File: config.mk
export PLATFORM = sky130hd
export DESIGN_NAME = multi_debounce
export DESIGN_NICKNAME = d
export VERILOG_FILES = /design/src/rtl/multi_debounce_pkg.sv /design/src/rtl/debounce_channel.sv /design/src/rtl/multi_debounce.sv
export SDC_FILE = /design/constraint.sdc
export NUM_CORES = 1
export LEC_CHECK = 0
export ABC_AREA = 0
export CAP_MARGIN = 20
export CELL_PAD_IN_SITES_DETAIL_PLACEMENT = 1
export CELL_PAD_IN_SITES_GLOBAL_PLACEMENT = 1
export CORE_ASPECT_RATIO = 0.6
export CORE_UTILIZATION = 51
export CTS_CLUSTER_DIAMETER = 200
export CTS_CLUSTER_SIZE = 40
export DETAILED_ROUTE_END_ITERATION = 10
export DONT_BUFFER_PORTS = 1
export PLACE_DENSITY = 0.84
export SLEW_MARGIN = 20
export SYNTH_ARGS = -nofsm -noshare
export SYNTH_HDL_FRONTEND = slang
export SYNTH_HIERARCHICAL = 1
export SYNTH_SLANG_ARGS = --single-unit
File: constraint.sdc
create_clock -name clk -period 3.05 [get_ports clk]
set_input_delay 0.7625 -clock clk [delete_from_list [all_inputs] [get_ports clk]]
set_output_delay 0.7625 -clock clk [all_outputs]
set_load 0.01 [all_outputs]
File: src/rtl/multi_debounce_pkg.sv
// Shared types and constants for the multi-channel debouncer.
package multi_debounce_pkg;

    // Per-channel FSM state; btn_out is 1 in PRESSED, HELD and REL.
    typedef enum logic [2:0] {
        ST_IDLE    = 3'd0,
        ST_ARM     = 3'd1,
        ST_PRESSED = 3'd2,
        ST_HELD    = 3'd3,
        ST_REL     = 3'd4
    } db_state_e;

    // Default width of the stability and hold counters.
    localparam int unsigned DEFAULT_CNT_W = 16;

endpackage : multi_debounce_pkg

File: src/rtl/debounce_channel.sv
// One debounce channel: 2-FF synchroniser, stable-count filter,
// press/release strobes and long-press detection.
module debounce_channel
    import multi_debounce_pkg::*;
#(
    parameter int unsigned CNT_W         = DEFAULT_CNT_W,
    parameter int unsigned STABLE_CYCLES = 1000,
    parameter int unsigned LONG_CYCLES   = 50000,
    parameter bit          INVERT        = 1'b0
) (
    input  logic clk,
    input  logic rst,
    input  logic btn_i,
    output logic level_o,
    output logic press_o,
    output logic release_o,
    output logic long_pulse_o,
    output logic long_held_o
);

    localparam logic [CNT_W-1:0] STABLE_LAST = CNT_W'(STABLE_CYCLES - 1);
    localparam logic [CNT_W-1:0] LONG_LAST   = CNT_W'(LONG_CYCLES - 1);
    localparam logic [CNT_W-1:0] CNT_ONE     = CNT_W'(1);
    // With a one-cycle filter ARM and REL are passed straight through.
    localparam bit               SINGLE      = (STABLE_CYCLES == 1);

    logic             sync1_q;
    logic             sync2_q;
    logic             s_in;
    db_state_e        state_q;
    logic [CNT_W-1:0] cnt_q;
    logic [CNT_W-1:0] hold_q;
    logic             from_held_q;
    logic             level_q;
    logic             press_q;
    logic             release_q;
    logic             long_pulse_q;
    logic             long_held_q;

    // Two-flop synchroniser, reset to the inactive raw level.
    always_ff @(posedge clk or negedge rst) begin
        if (!rst) begin
            sync1_q <= INVERT;
            sync2_q <= INVERT;
        end else begin
            sync1_q <= btn_i;
            sync2_q <= sync1_q;
        end
    end

    assign s_in = sync2_q ^ INVERT;

    // Debounce FSM with registered level and strobes. A hold that reaches
    // the long-press threshold always lands in HELD, taking priority over
    // release progress in the same cycle.
    always_ff @(posedge clk or negedge rst) begin
        if (!rst) begin
            state_q      <= ST_IDLE;
            cnt_q        <= '0;
            hold_q       <= '0;
            from_held_q  <= 1'b0;
            level_q      <= 1'b0;
            press_q      <= 1'b0;
            release_q    <= 1'b0;
            long_pulse_q <= 1'b0;
            long_held_q  <= 1'b0;
        end else begin
            press_q      <= 1'b0;
            release_q    <= 1'b0;
            long_pulse_q <= 1'b0;
            case (state_q)
                ST_IDLE: begin
                    cnt_q <= '0;
                    if (s_in) begin
                        if (SINGLE) begin
                            state_q <= ST_PRESSED;
                            level_q <= 1'b1;
                            press_q <= 1'b1;
                            hold_q  <= '0;
                        end else begin
                            state_q <= ST_ARM;
                            cnt_q   <= CNT_ONE;
                        end
                    end
                end
                ST_ARM: begin
                    if (!s_in) begin
                        state_q <= ST_IDLE;
                        cnt_q   <= '0;
                    end else if (cnt_q == STABLE_LAST) begin
                        state_q <= ST_PRESSED;
                        level_q <= 1'b1;
                        press_q <= 1'b1;
                        hold_q  <= '0;
                        cnt_q   <= '0;
                    end else begin
                        cnt_q <= cnt_q + CNT_ONE;
                    end
                end
                ST_PRESSED: begin
                    if (hold_q == LONG_LAST) begin
                        state_q      <= ST_HELD;
                        long_pulse_q <= 1'b1;
                        long_held_q  <= 1'b1;
                    end else begin
                        hold_q <= hold_q + CNT_ONE;
                        if (!s_in) begin
                            if (SINGLE) begin
                                state_q     <= ST_IDLE;
                                level_q     <= 1'b0;
                                release_q   <= 1'b1;
                                long_held_q <= 1'b0;
                                hold_q      <= '0;
                                cnt_q       <= '0;
                                from_held_q <= 1'b0;
                            end else begin
                                state_q     <= ST_REL;
                                cnt_q       <= CNT_ONE;
                                from_held_q <= 1'b0;
                            end
                        end
                    end
                end
                ST_HELD: begin
                    if (!s_in) begin
                        if (SINGLE) begin
                            state_q     <= ST_IDLE;
                            level_q     <= 1'b0;
                            release_q   <= 1'b1;
                            long_held_q <= 1'b0;
                            hold_q      <= '0;
                            cnt_q       <= '0;
                            from_held_q <= 1'b0;
                        end else begin
                            state_q     <= ST_REL;
                            cnt_q       <= CNT_ONE;
                            from_held_q <= 1'b1;
                        end
                    end
                end
                ST_REL: begin
                    if (!from_held_q && (hold_q == LONG_LAST)) begin
                        state_q      <= ST_HELD;
                        long_pulse_q <= 1'b1;
                        long_held_q  <= 1'b1;
                        from_held_q  <= 1'b1;
                        cnt_q        <= '0;
                    end else begin
                        if (!from_held_q) begin
                            hold_q <= hold_q + CNT_ONE;
                        end
                        if (s_in) begin
                            state_q <= from_held_q ? ST_HELD : ST_PRESSED;
                            cnt_q   <= '0;
                        end else if (cnt_q == STABLE_LAST) begin
                            state_q     <= ST_IDLE;
                            level_q     <= 1'b0;
                            release_q   <= 1'b1;
                            long_held_q <= 1'b0;
                            hold_q      <= '0;
                            cnt_q       <= '0;
                            from_held_q <= 1'b0;
                        end else begin
                            cnt_q <= cnt_q + CNT_ONE;
                        end
                    end
                end
                default: begin
                    state_q <= ST_IDLE;
                    cnt_q   <= '0;
                end
            endcase
        end
    end

    assign level_o      = level_q;
    assign press_o      = press_q;
    assign release_o    = release_q;
    assign long_pulse_o = long_pulse_q;
    assign long_held_o  = long_held_q;

endmodule : debounce_channel

File: src/rtl/multi_debounce.sv
// N-channel debouncer: one independent debounce_channel per input bit.
module multi_debounce
    import multi_debounce_pkg::*;
#(
    parameter int unsigned CHANNELS      = 4,
    parameter int unsigned CNT_W         = DEFAULT_CNT_W,
    parameter int unsigned STABLE_CYCLES = 1000,
    parameter int unsigned LONG_CYCLES   = 50000,
    parameter bit          INVERT        = 1'b0
) (
    input  logic                clk,
    input  logic                rst,
    input  logic [CHANNELS-1:0] btn_in,
    output logic [CHANNELS-1:0] btn_out,
    output logic [CHANNELS-1:0] press_pulse,
    output logic [CHANNELS-1:0] release_pulse,
    output logic [CHANNELS-1:0] long_pulse,
    output logic [CHANNELS-1:0] long_held
);

    // One channel instance per input bit; outputs are concatenated by index.
    for (genvar gi = 0; gi < CHANNELS; gi++) begin : g_ch
        debounce_channel #(
            .CNT_W         (CNT_W),
            .STABLE_CYCLES (STABLE_CYCLES),
            .LONG_CYCLES   (LONG_CYCLES),
            .INVERT        (INVERT)
        ) u_channel (
            .clk          (clk),
            .rst          (rst),
            .btn_i        (btn_in[gi]),
            .level_o      (btn_out[gi]),
            .press_o      (press_pulse[gi]),
            .release_o    (release_pulse[gi]),
            .long_pulse_o (long_pulse[gi]),
            .long_held_o  (long_held[gi])
        );
    end

endmodule : multi_debounce

==> flow_summary.json, run 1 <==
{
  "r2r_setup_slack_ps": 210,
  "setup_tns_ps": 0,
  "syn_nets": 1148,
  "clockBufferDepth": 2,
  "cap_violations": 0,
  "synth-seq-cells": 172,
  "hold_viol": 0,
  "dr.pass1.iters": 5,
  "post-synth-top-area-cell": "dfrtp_1",
  "cts_setup_buffers": 0,
  "drt_wl_total_mm": 30.11,
  "ant_nets": 0,
  "critPathKind": "flip-flop to flip-flop",
  "power.switching_w": 0.002681,
  "fmax_mhz": 352.7,
  "comb_power_share": 0.279,
  "slowest_delay_ps": 760,
  "route.detailed.drc": 0,
  "finalSetupViolations": 0,
  "syn_area_um2": 10540,
  "async_flop_share": 1.000,
  "synth.area.top_cells": "dfrtp_1 41%, nand2_1 3.2%, a21oi_1 3.0%",
  "vias": 9447,
  "synthCells": 1134,
  "fin_crit_sh": 0.9296,
  "area_growth_pct": 8.716,
  "grt_max_degree": 159,
  "place_congestion": 0.8804,
  "p_int_w": 0.004768,
  "drtIter0Drc": 727,
  "p_leak_nw": 4.533,
  "numCtsBuffers": 17,
  "initial_core_util": 0.5237,
  "path_buf_inv": 0,
  "grt_overflow": 0,
  "instances_no_fill": 1410,
  "start_kind": "flip-flop",
  "hp-class": "input pin to asynchronous set/reset pin",
  "slew_headroom": 0.2536,
  "avgViaCountPerCell": 6.700,
  "r2r_end": "g_ch[2].u_channel/hold_q[0]$_DFFE_PN0P_",
  "yosysMostFrequentCell": "dfrtp_1",
  "syn_area_per_cell_um2": 9.291,
  "synth_top_flop_cell": "dfrtp_1",
  "worstPathMaxFanout": 8,
  "path_delay_family": "simple AND/OR/NAND/NOR gates",
  "grt_pass1_vias": 9459,
  "synthTopCellsByCount": "172 x dfrtp_1, 90 x nand2_1, 83 x nor2_1, 64 x a21oi_1, 58 x nand3_1",
  "critPathArrivalTime_ps": 3220,
  "die_h_um": 113.3,
  "io_pins": 26,
  "slowest_stage": "nor3_1",
  "p_clk_frac": 0.342,
  "vdd_drop_max_mv": 0.5121,
  "finalInstanceArea_um2": 11450,
  "crit_chain": "ha_1 -> nor4bb_1 -> nand4_1 -> o22a_1 -> nor3_1 -> mux2_2",
  "clk_pin_slew_ps": 70,
  "yosys_warnings": 6,
  "power_w": 0.007449,
  "fin_ws_ps": 214.7,
  "placed_cell_area_um2": 10710,
  "power.density_nw_per_um2": 650.3,
  "grt_pass1_wl_mm": 50.20,
  "min_period_ps": 2835,
  "synth.top_cell.area_share": 0.4085,
  "reg2regPathDepth": 6,
  "status": "completed",
  "synth-edff-count": 0,
  "cts_max_level": 4,
  "worstMarginPinSlew_ps": 1110,
  "dp.cells": 1372,
  "rows": 40,
  "rsz0062_at_grt": "no",
  "wl_per_cell_um": 21.35,
  "p_seq_frac": 0.379,
  "swShare": 0.3599,
  "grt.total_usage": 0.2915,
  "cts_tree": "built",
  "r2r_start": "g_ch[2].u_channel/cnt_q[0]$_DFFE_PN0P_",
  "numPortBuffers": 0,
  "skew_ps": 7.870,
  "die_w_um": 187.6,
  "required_ps": 3430,
  "maxSlewViolCount": 0,
  "final_layout_size_suffix_gt1_frac": 0.1126,
  "core_area_um2": 20120,
  "numClockSinks": 172,
  "antenna_found_initial": 0,
  "dieArea_um2": 21260,
  "ys_seq_area_frac": 0.4085,
  "end_kind": "flip-flop",
  "preCtsSetupSlack_ps": 224.3,
  "fin_nets": 1138,
  "synth_cell_types": 104,
  "clock-root-buffer": "clkbuf_16",
  "antenna_cells": 0,
  "hpwlAfterDp_mm": 20.12,
  "clock_latency_ps": 440
}
==> flip-flops by register name, indices dropped and copies added, names as in the netlist <==
name and count:
g_ch.u_channel/release_o 4, g_ch.u_channel/hold_q 64, g_ch.u_channel/long_pulse_o 4, g_ch.u_channel/s_in 4
g_ch.u_channel/long_held_o 4, g_ch.u_channel/press_o 4, g_ch.u_channel/from_held_q 4, g_ch.u_channel/state_q 12
g_ch.u_channel/level_o 4, g_ch.u_channel/sync1_q 4, g_ch.u_channel/cnt_q 64
==> worst max-delay path by stage <==
stage | cells after the start | slack (ps) | start | to
4_1_cts | 6 | 180 | g_ch[3].u_channel/cnt_q[0]$_DFFE_PN0P_ | g_ch[3].u_channel/hold_q[3]$_DFFE_PN0P_
2_1_floorplan | 7 | 830 | g_ch[3].u_channel/cnt_q[0]$_DFFE_PN0P_ | g_ch[3].u_channel/hold_q[7]$_DFFE_PN0P_
6_report | 6 | 210 | g_ch[2].u_channel/cnt_q[0]$_DFFE_PN0P_ | g_ch[2].u_channel/hold_q[0]$_DFFE_PN0P_
3_3_place_gp | 6 | 280 | g_ch[3].u_channel/cnt_q[0]$_DFFE_PN0P_ | g_ch[3].u_channel/hold_q[3]$_DFFE_PN0P_
5_1_grt | 6 | 40 | g_ch[2].u_channel/cnt_q[0]$_DFFE_PN0P_ | g_ch[2].u_channel/hold_q[6]$_DFFE_PN0P_
3_5_place_dp | 6 | 220 | g_ch[3].u_channel/cnt_q[0]$_DFFE_PN0P_ | g_ch[3].u_channel/hold_q[5]$_DFFE_PN0P_
==> worst reg2reg max path: cells and delay by family (launching register included) <==
family | cells | cell delay [ps]
mux | 1 | 290
flops | 1 | 410
simple gates | 3 | 1460
fa+ha+maj | 1 | 240
compound gates | 1 | 390
==> power groups by stage <==
| stage | Clock, W | Sequential, W | Combinational, W |
|---|---|---|---|
| 3_5_place_dp | 0 | 0.00285 | 0.00199 |
| 6_report | 0.00255 | 0.00282 | 0.00208 |
| 4_1_cts | 0.00259 | 0.00281 | 0.00204 |
| 2_1_floorplan | 0 | 0.00265 | 0.00170 |
| 5_1_grt | 0.00267 | 0.00286 | 0.00226 |
| 3_3_place_gp | 0 | 0.00283 | 0.00192 |
==> repair_timing <==
action / CTS / global route
endpoints found under the hold margin: 15 / 1
gates resized for setup: 0 / 1
setup endpoints to repair: 0 / 9
hold buffers: 3 / 3
==> per-layer routing <==
metal / routed length, µm / vias to the layer above / track usage / share of wire
li1: - / 4351 / - / -
met1: 15020 / 4802 / 0.4356 / 0.50
met2: 13160 / 269 / 0.4249 / 0.44
met3: 1676 / 25 / 0.06793 / 0.056
met4: 247 / 0 / 0.06721 / 0.0082
met5: 0 / - / 0 / 0
==> layout by cell type (no fill, tap or decap), types with 9 or more instances in the layout <==
master,n
or3_1,12
o31ai_1,18
a21o_1,19
a31oi_1,28
nand2b_1,17
nor2_1,83
nor3_1,31
a22o_1,17
buf_4,18
o21ai_1,11
a21oi_1,64
nand2_1,90
dfrtp_1,172
nand3_1,58
and4_1,12
inv_1,39
nand3b_1,10
nor4_1,17
o211ai_1,13
o21ai_0,33
mux2i_1,10
or4_1,13
xnor2_1,9
a21oi_2,9
clkbuf_16,17
and3_1,24
nand4_1,31
o22ai_1,15
==> cells by family after synthesis <==
kind of cell	share of synthesized area
buf+inv	0.04453
compound gates	0.2282
simple gates	0.2851
flops	0.4085
xor+xnor	0.01247
mux	0.01164
fa+ha+maj	0.009500
==> cell type report <==
type	count	area, µm²
Fill cell	2272	8665
Multi-Input combinational cell	867	5774
Sequential cell	172	4304
Clock buffer	18	439.2
Tap cell	273	341.6
Clock inverter	14	240.2
Timing Repair Buffer	24	195.2
Inverter	42	160.2
==> through the flow <==
stage            util  hold slack (ps)
6_report       0.5693            20.98
5_1_grt        0.5693            1.069
4_1_cts        0.5675           0.5486
3_5_place_dp   0.5323            336.2
3_3_place_gp   0.5323            337.8
2_1_floorplan       -            331.2
Note: power is estimated with default switching activity, not from simulation.
==> run 2: changes to the inputs <==
Settings changed: CORE_ASPECT_RATIO 0.6 to 2.
==> flow_summary.json, run 2 (same netlist as run 1, synthesis figures left out) <==
{
  "reg2regPathDepth": 7,
  "cts_resized": 0,
  "grt_pass1_vias": 10158,
  "antenna_cells": 0,
  "clock_latency_ps": 460,
  "dieArea_um2": 21270,
  "critPathKind": "flip-flop to flip-flop",
  "end_kind": "flip-flop",
  "fmax_mhz": 378.0,
  "rsz0062_at_grt": "no",
  "setup_tns_ps": 0,
  "route.detailed.drc": 0,
  "place_congestion": 0.9075,
  "largest_registers": "g_ch.u_channel/cnt_q (64), g_ch.u_channel/hold_q (64), g_ch.u_channel/state_q (12)",
  "fillCellCount": 2349,
  "vdd_drop_max_mv": 0.3683,
  "worstMarginPinSlew_ps": 830.4,
  "maxSlewViolCount": 0,
  "antenna_found_initial": 0,
  "grt_max_degree": 173,
  "initial_core_util": 0.5173,
  "wl_per_cell_um": 21.19,
  "drtIter0Drc": 325,
  "hold_viol": 11,
  "clk_pin_slew_ps": 70,
  "clockBufferDepth": 2,
  "fin_crit_sh": 0.8673,
  "crit_start": "g_ch[3].u_channel/cnt_q[1]$_DFFE_PN0P_",
  "r2r_start": "g_ch[3].u_channel/cnt_q[1]$_DFFE_PN0P_",
  "grt_overflow": 0,
  "core_area_um2": 20370,
  "cts_setup_buffers": 0,
  "area_growth_pct": 7.944,
  "drt_wl_total_mm": 29.76,
  "fin_hold_ws_ps": -2.604,
  "die_h_um": 205.3,
  "hp-class": "input pin to asynchronous set/reset pin",
  "die_w_um": 103.6,
  "grt.total_usage": 0.2938,
  "numClockSinks": 172,
  "start_kind": "flip-flop",
  "crit_end": "g_ch[3].u_channel/cnt_q[11]$_DFFE_PN0P_",
  "required_ps": 3390,
  "fin_nets": 1139,
  "slew_headroom": 0.4413,
  "final_layout_size_suffix_gt1_frac": 0.1178,
  "skew_ps": 9.112,
  "slowest_stage": "nor4_1",
  "finalSetupViolations": 0,
  "clock-root-buffer": "clkbuf_16",
  "status": "complete, but fails checks",
  "numCtsBuffers": 17,
  "io_pins": 26,
  "power.density_nw_per_um2": 629.5,
  "slowest_delay_ps": 540,
  "rows": 74,
  "cts_tree": "built",
  "violations": "negative hold slack",
  "final_common_cell": "dfrtp_1",
  "ant_nets": 0,
  "numPortBuffers": 0,
  "worstPathMaxFanout": 13,
  "vias": 9422,
  "cts_max_level": 4,
  "cap_violations": 0,
  "p_leak_nw": 4.520,
  "r2r_end": "g_ch[3].u_channel/cnt_q[11]$_DFFE_PN0P_",
  "hpwlAfterDp_mm": 21.09,
  "avgViaCountPerCell": 6.711,
  "dr.pass1.iters": 5,
  "crit_chain": "ha_1 -> or4bb_1 -> nor4_1 -> a211oi_2 -> buf_4 -> a21o_1 -> a22o_1",
  "critPathArrivalTime_ps": 2990,
  "min_period_ps": 2645,
  "grt_pass1_wl_mm": 49.92,
  "r2r_setup_slack_ps": 400,
  "utilization": 0.5584,
  "layout_common_cells": "172 x dfrtp_1, 90 x nand2_1, 83 x nor2_1"
}
[run 2: routing by layer]
metal / up-vias / track usage / share of wire
met2: 193 / 0.5865 / 0.57
li1: 4353 / - / -
met1: 4774 / 0.2753 / 0.36
met3: 102 / 0.04561 / 0.023
met4: 0 / 0.1775 / 0.049
met5: - / 0 / 0
[run 2: worst min-delay path by stage]
stage                                                    from                                  endpoint  slack [ps]  depth (start not counted)
after detailed placement  g_ch[2].u_channel/sync1_q$_DFF_PN0_          g_ch[2].u_channel/s_in$_DFF_PN0_         350                          0
after global placement    g_ch[3].u_channel/sync1_q$_DFF_PN0_          g_ch[3].u_channel/s_in$_DFF_PN0_         330                          0
after floorplan           g_ch[0].u_channel/sync1_q$_DFF_PN0_          g_ch[0].u_channel/s_in$_DFF_PN0_         330                          0
after CTS                                                 rst   g_ch[0].u_channel/cnt_q[15]$_DFFE_PN0P_         -20                          0
final                                                     rst  g_ch[0].u_channel/state_q[0]$_DFFE_PN0P_          -3                          0
after global routing                                      rst  g_ch[0].u_channel/long_pulse_o$_DFF_PN0_         -20                          0
[run 2: report_power, final]
group          total (W)  switching (W)  internal, W
Sequential       0.00281       0.000343      0.00246
Combinational    0.00209        0.00133     0.000758
Clock            0.00227        0.00103      0.00124
Total            0.00716        0.00270      0.00446
[run 2: critical path, delay by kind of cell, from the launching register on]
family	cells	cell delay, ps
buffers and inverters	1	250
AND/OR/NAND/NOR	2	1030
AO/OA/AOI/OAI	3	570
adder cells (fa/ha/maj)	1	260
flip-flops	1	420
[run 2: area by class of cell]
| class | count | area [µm²] | area share |
|---|---|---|---|
| clock buffer | 17 | 425.4 | 0.03740 |
| clock inverter | 15 | 175.2 | 0.01540 |
| inverter | 42 | 160.2 | 0.01408 |
| multi-input combinational | 867 | 5768 | 0.5072 |
| sequential | 172 | 4304 | 0.3784 |
| tap | 266 | 332.8 | 0.02926 |
| timing repair buffer | 25 | 207.7 | 0.01826 |
[run 2: per-stage QoR]
stage	instances	power, W	instance area [µm²]	hold slack, ps	setup slack [ps]
after floorplan	1134	0.004347	10540	331.2	834.9
after global placement	1371	0.004800	10750	333.0	515.5
after detailed placement	1371	0.004883	10750	352.8	470.7
after CTS	1403	0.007188	11350	-22.44	446.8
after global routing	1404	0.007506	11370	-20.12	241.7
final	1404	0.007159	11370	-2.604	404.7
==> run 3: changes to the inputs <==
Settings changed: CORE_MARGIN set to 8.
==> flow_summary.json, run 3 (same netlist as run 1, synthesis figures left out) <==
{
  "dr.pass1.iters": 5,
  "area_growth_pct": 8.004,
  "grt_pass1_wl_mm": 51.64,
  "hpwlAfterDp_mm": 21.58,
  "rsz0062_at_grt": "no",
  "route.detailed.drc": 0,
  "slowest_stage": "or4bb_1",
  "finalSetupViolations": 0,
  "largest_registers": "g_ch.u_channel/cnt_q (64), g_ch.u_channel/hold_q (64), g_ch.u_channel/state_q (12)",
  "clockBufferDepth": 2,
  "final_common_cell": "dfrtp_1",
  "grt_max_degree": 99,
  "drtIter0Drc": 523,
  "antenna_cells": 0,
  "status": "completed",
  "p_leak_nw": 4.514,
  "antenna_found_initial": 0,
  "worstMarginPinSlew_ps": 846.2,
  "slowest_delay_ps": 520,
  "numClockSinks": 172,
  "dieArea_um2": 25790,
  "r2r_setup_slack_ps": 310,
  "hold_viol": 0,
  "fmax_mhz": 364.3,
  "wl_per_cell_um": 21.95,
  "grt.total_usage": 0.2444,
  "layout_common_cells": "172 x dfrtp_1, 90 x nand2_1, 83 x nor2_1",
  "cts_max_level": 4,
  "start_kind": "flip-flop",
  "cts_tree": "built",
  "end_kind": "flip-flop",
  "drt_wl_total_mm": 30.73,
  "vias": 9417,
  "rows": 74,
  "initial_core_util": 0.5173,
  "place_congestion": 0.8852,
  "clock-root-buffer": "clkbuf_16",
  "cap_violations": 0,
  "grt_overflow": 0,
  "required_ps": 3350,
  "setup_tns_ps": 0,
  "clock_latency_ps": 450,
  "min_period_ps": 2745,
  "crit_chain": "ha_1 -> or4bb_1 -> nor4_2 -> a21oi_1 -> nor3_4 -> o221ai_1",
  "path_delay_family": "simple AND/OR/NAND/NOR gates",
  "hp-class": "input pin to asynchronous set/reset pin",
  "fin_crit_sh": 0.9000,
  "final_layout_size_suffix_gt1_frac": 0.1164,
  "critPathArrivalTime_ps": 3050,
  "avgViaCountPerCell": 6.726,
  "ant_nets": 0,
  "die_w_um": 117.6,
  "numPortBuffers": 0,
  "power.density_nw_per_um2": 629.2,
  "numCtsBuffers": 17,
  "slew_headroom": 0.4307,
  "maxSlewViolCount": 0,
  "critPathKind": "flip-flop to flip-flop",
  "grt_pass1_vias": 10298,
  "skew_ps": 11.18,
  "vdd_drop_max_mv": 0.3857,
  "path_buf_inv": 0,
  "fin_nets": 1136,
  "core_area_um2": 20370,
  "worstPathMaxFanout": 13,
  "io_pins": 26,
  "clk_pin_slew_ps": 70,
  "power_w": 0.007161,
  "die_h_um": 219.3
}
==> run 3: cell types whose count changed in the layout (fill, tap and decap cells not counted), sizes merged <==
cell	previous run	this run
clkinv	4	9
buf	25	22
inv	50	41
clkbuf	17	20
==> run 3: where the power goes <==
part / internal, W / total [W] / switching (W) / leakage [nW]
Combinational: 0.000773 / 0.00218 / 0.00141 / 1.87
Sequential: 0.00246 / 0.00278 / 0.000314 / 2.35
Clock: 0.00126 / 0.00220 / 0.000941 / 0.291
==> run 3: what timing repair did <==
item,CTS,global route
gates resized for setup,0,1
setup endpoints to repair,0,13
buffers inserted,0,0
hold endpoints to repair,98,0
hold buffers,3,0
==> run 3: path summary, 6_finish.rpt <==
path | endpoint | cells past startpoint | startpoint
max reg2reg | g_ch[3].u_channel/hold_q[6]$_DFFE_PN0P_ | 6 | g_ch[3].u_channel/cnt_q[0]$_DFFE_PN0P_
min | g_ch[2].u_channel/cnt_q[11]$_DFFE_PN0P_ | 1 | rst
max | g_ch[3].u_channel/hold_q[6]$_DFFE_PN0P_ | 6 | g_ch[3].u_channel/cnt_q[0]$_DFFE_PN0P_
max in group asynchronous | g_ch[1].u_channel/cnt_q[15]$_DFFE_PN0P_ | 1 | rst
min in group clk | g_ch[1].u_channel/sync1_q$_DFF_PN0_ | 0 | btn_in[1]
min reg2reg | g_ch[2].u_channel/s_in$_DFF_PN0_ | 0 | g_ch[2].u_channel/sync1_q$_DFF_PN0_
==> run 3: area by class of cell <==
class | instances | area (µm²)
Tap cell | 266 | 332.8
Multi-Input combinational cell | 867 | 5779
Clock buffer | 20 | 466.7
Inverter | 42 | 160.2
Timing Repair Buffer | 22 | 217.7
Clock inverter | 11 | 118.9
Sequential cell | 172 | 4304
Fill cell | 2305 | 8990
==> run 3: routing by layer <==
metal / GRT usage / vias up / routed length [µm]
li1: - / 4332 / -
met1: 0.2270 / 4800 / 10910
met2: 0.4808 / 195 / 17500
met3: 0.04015 / 90 / 938
met4: 0.1551 / 0 / 1379
met5: 0 / - / 0
==> run 3: per-stage QoR <==
| stage | instance area [µm²] | instances | utilization | setup WS (ps) | hold slack (ps) |
|---|---|---|---|---|---|
| finish | 11380 | 1400 | 0.5587 | 305.0 | 138.1 |
| floorplan | 10540 | 1134 | - | 834.9 | 331.2 |
| detailed placement | 10710 | 1366 | 0.5259 | 103.0 | 339.3 |
| global placement | 10710 | 1366 | 0.5257 | 357.5 | 334.3 |
| global route | 11380 | 1400 | 0.5587 | 92.51 | 139.1 |
| CTS | 11370 | 1400 | 0.5584 | 85.30 | 129.0 |
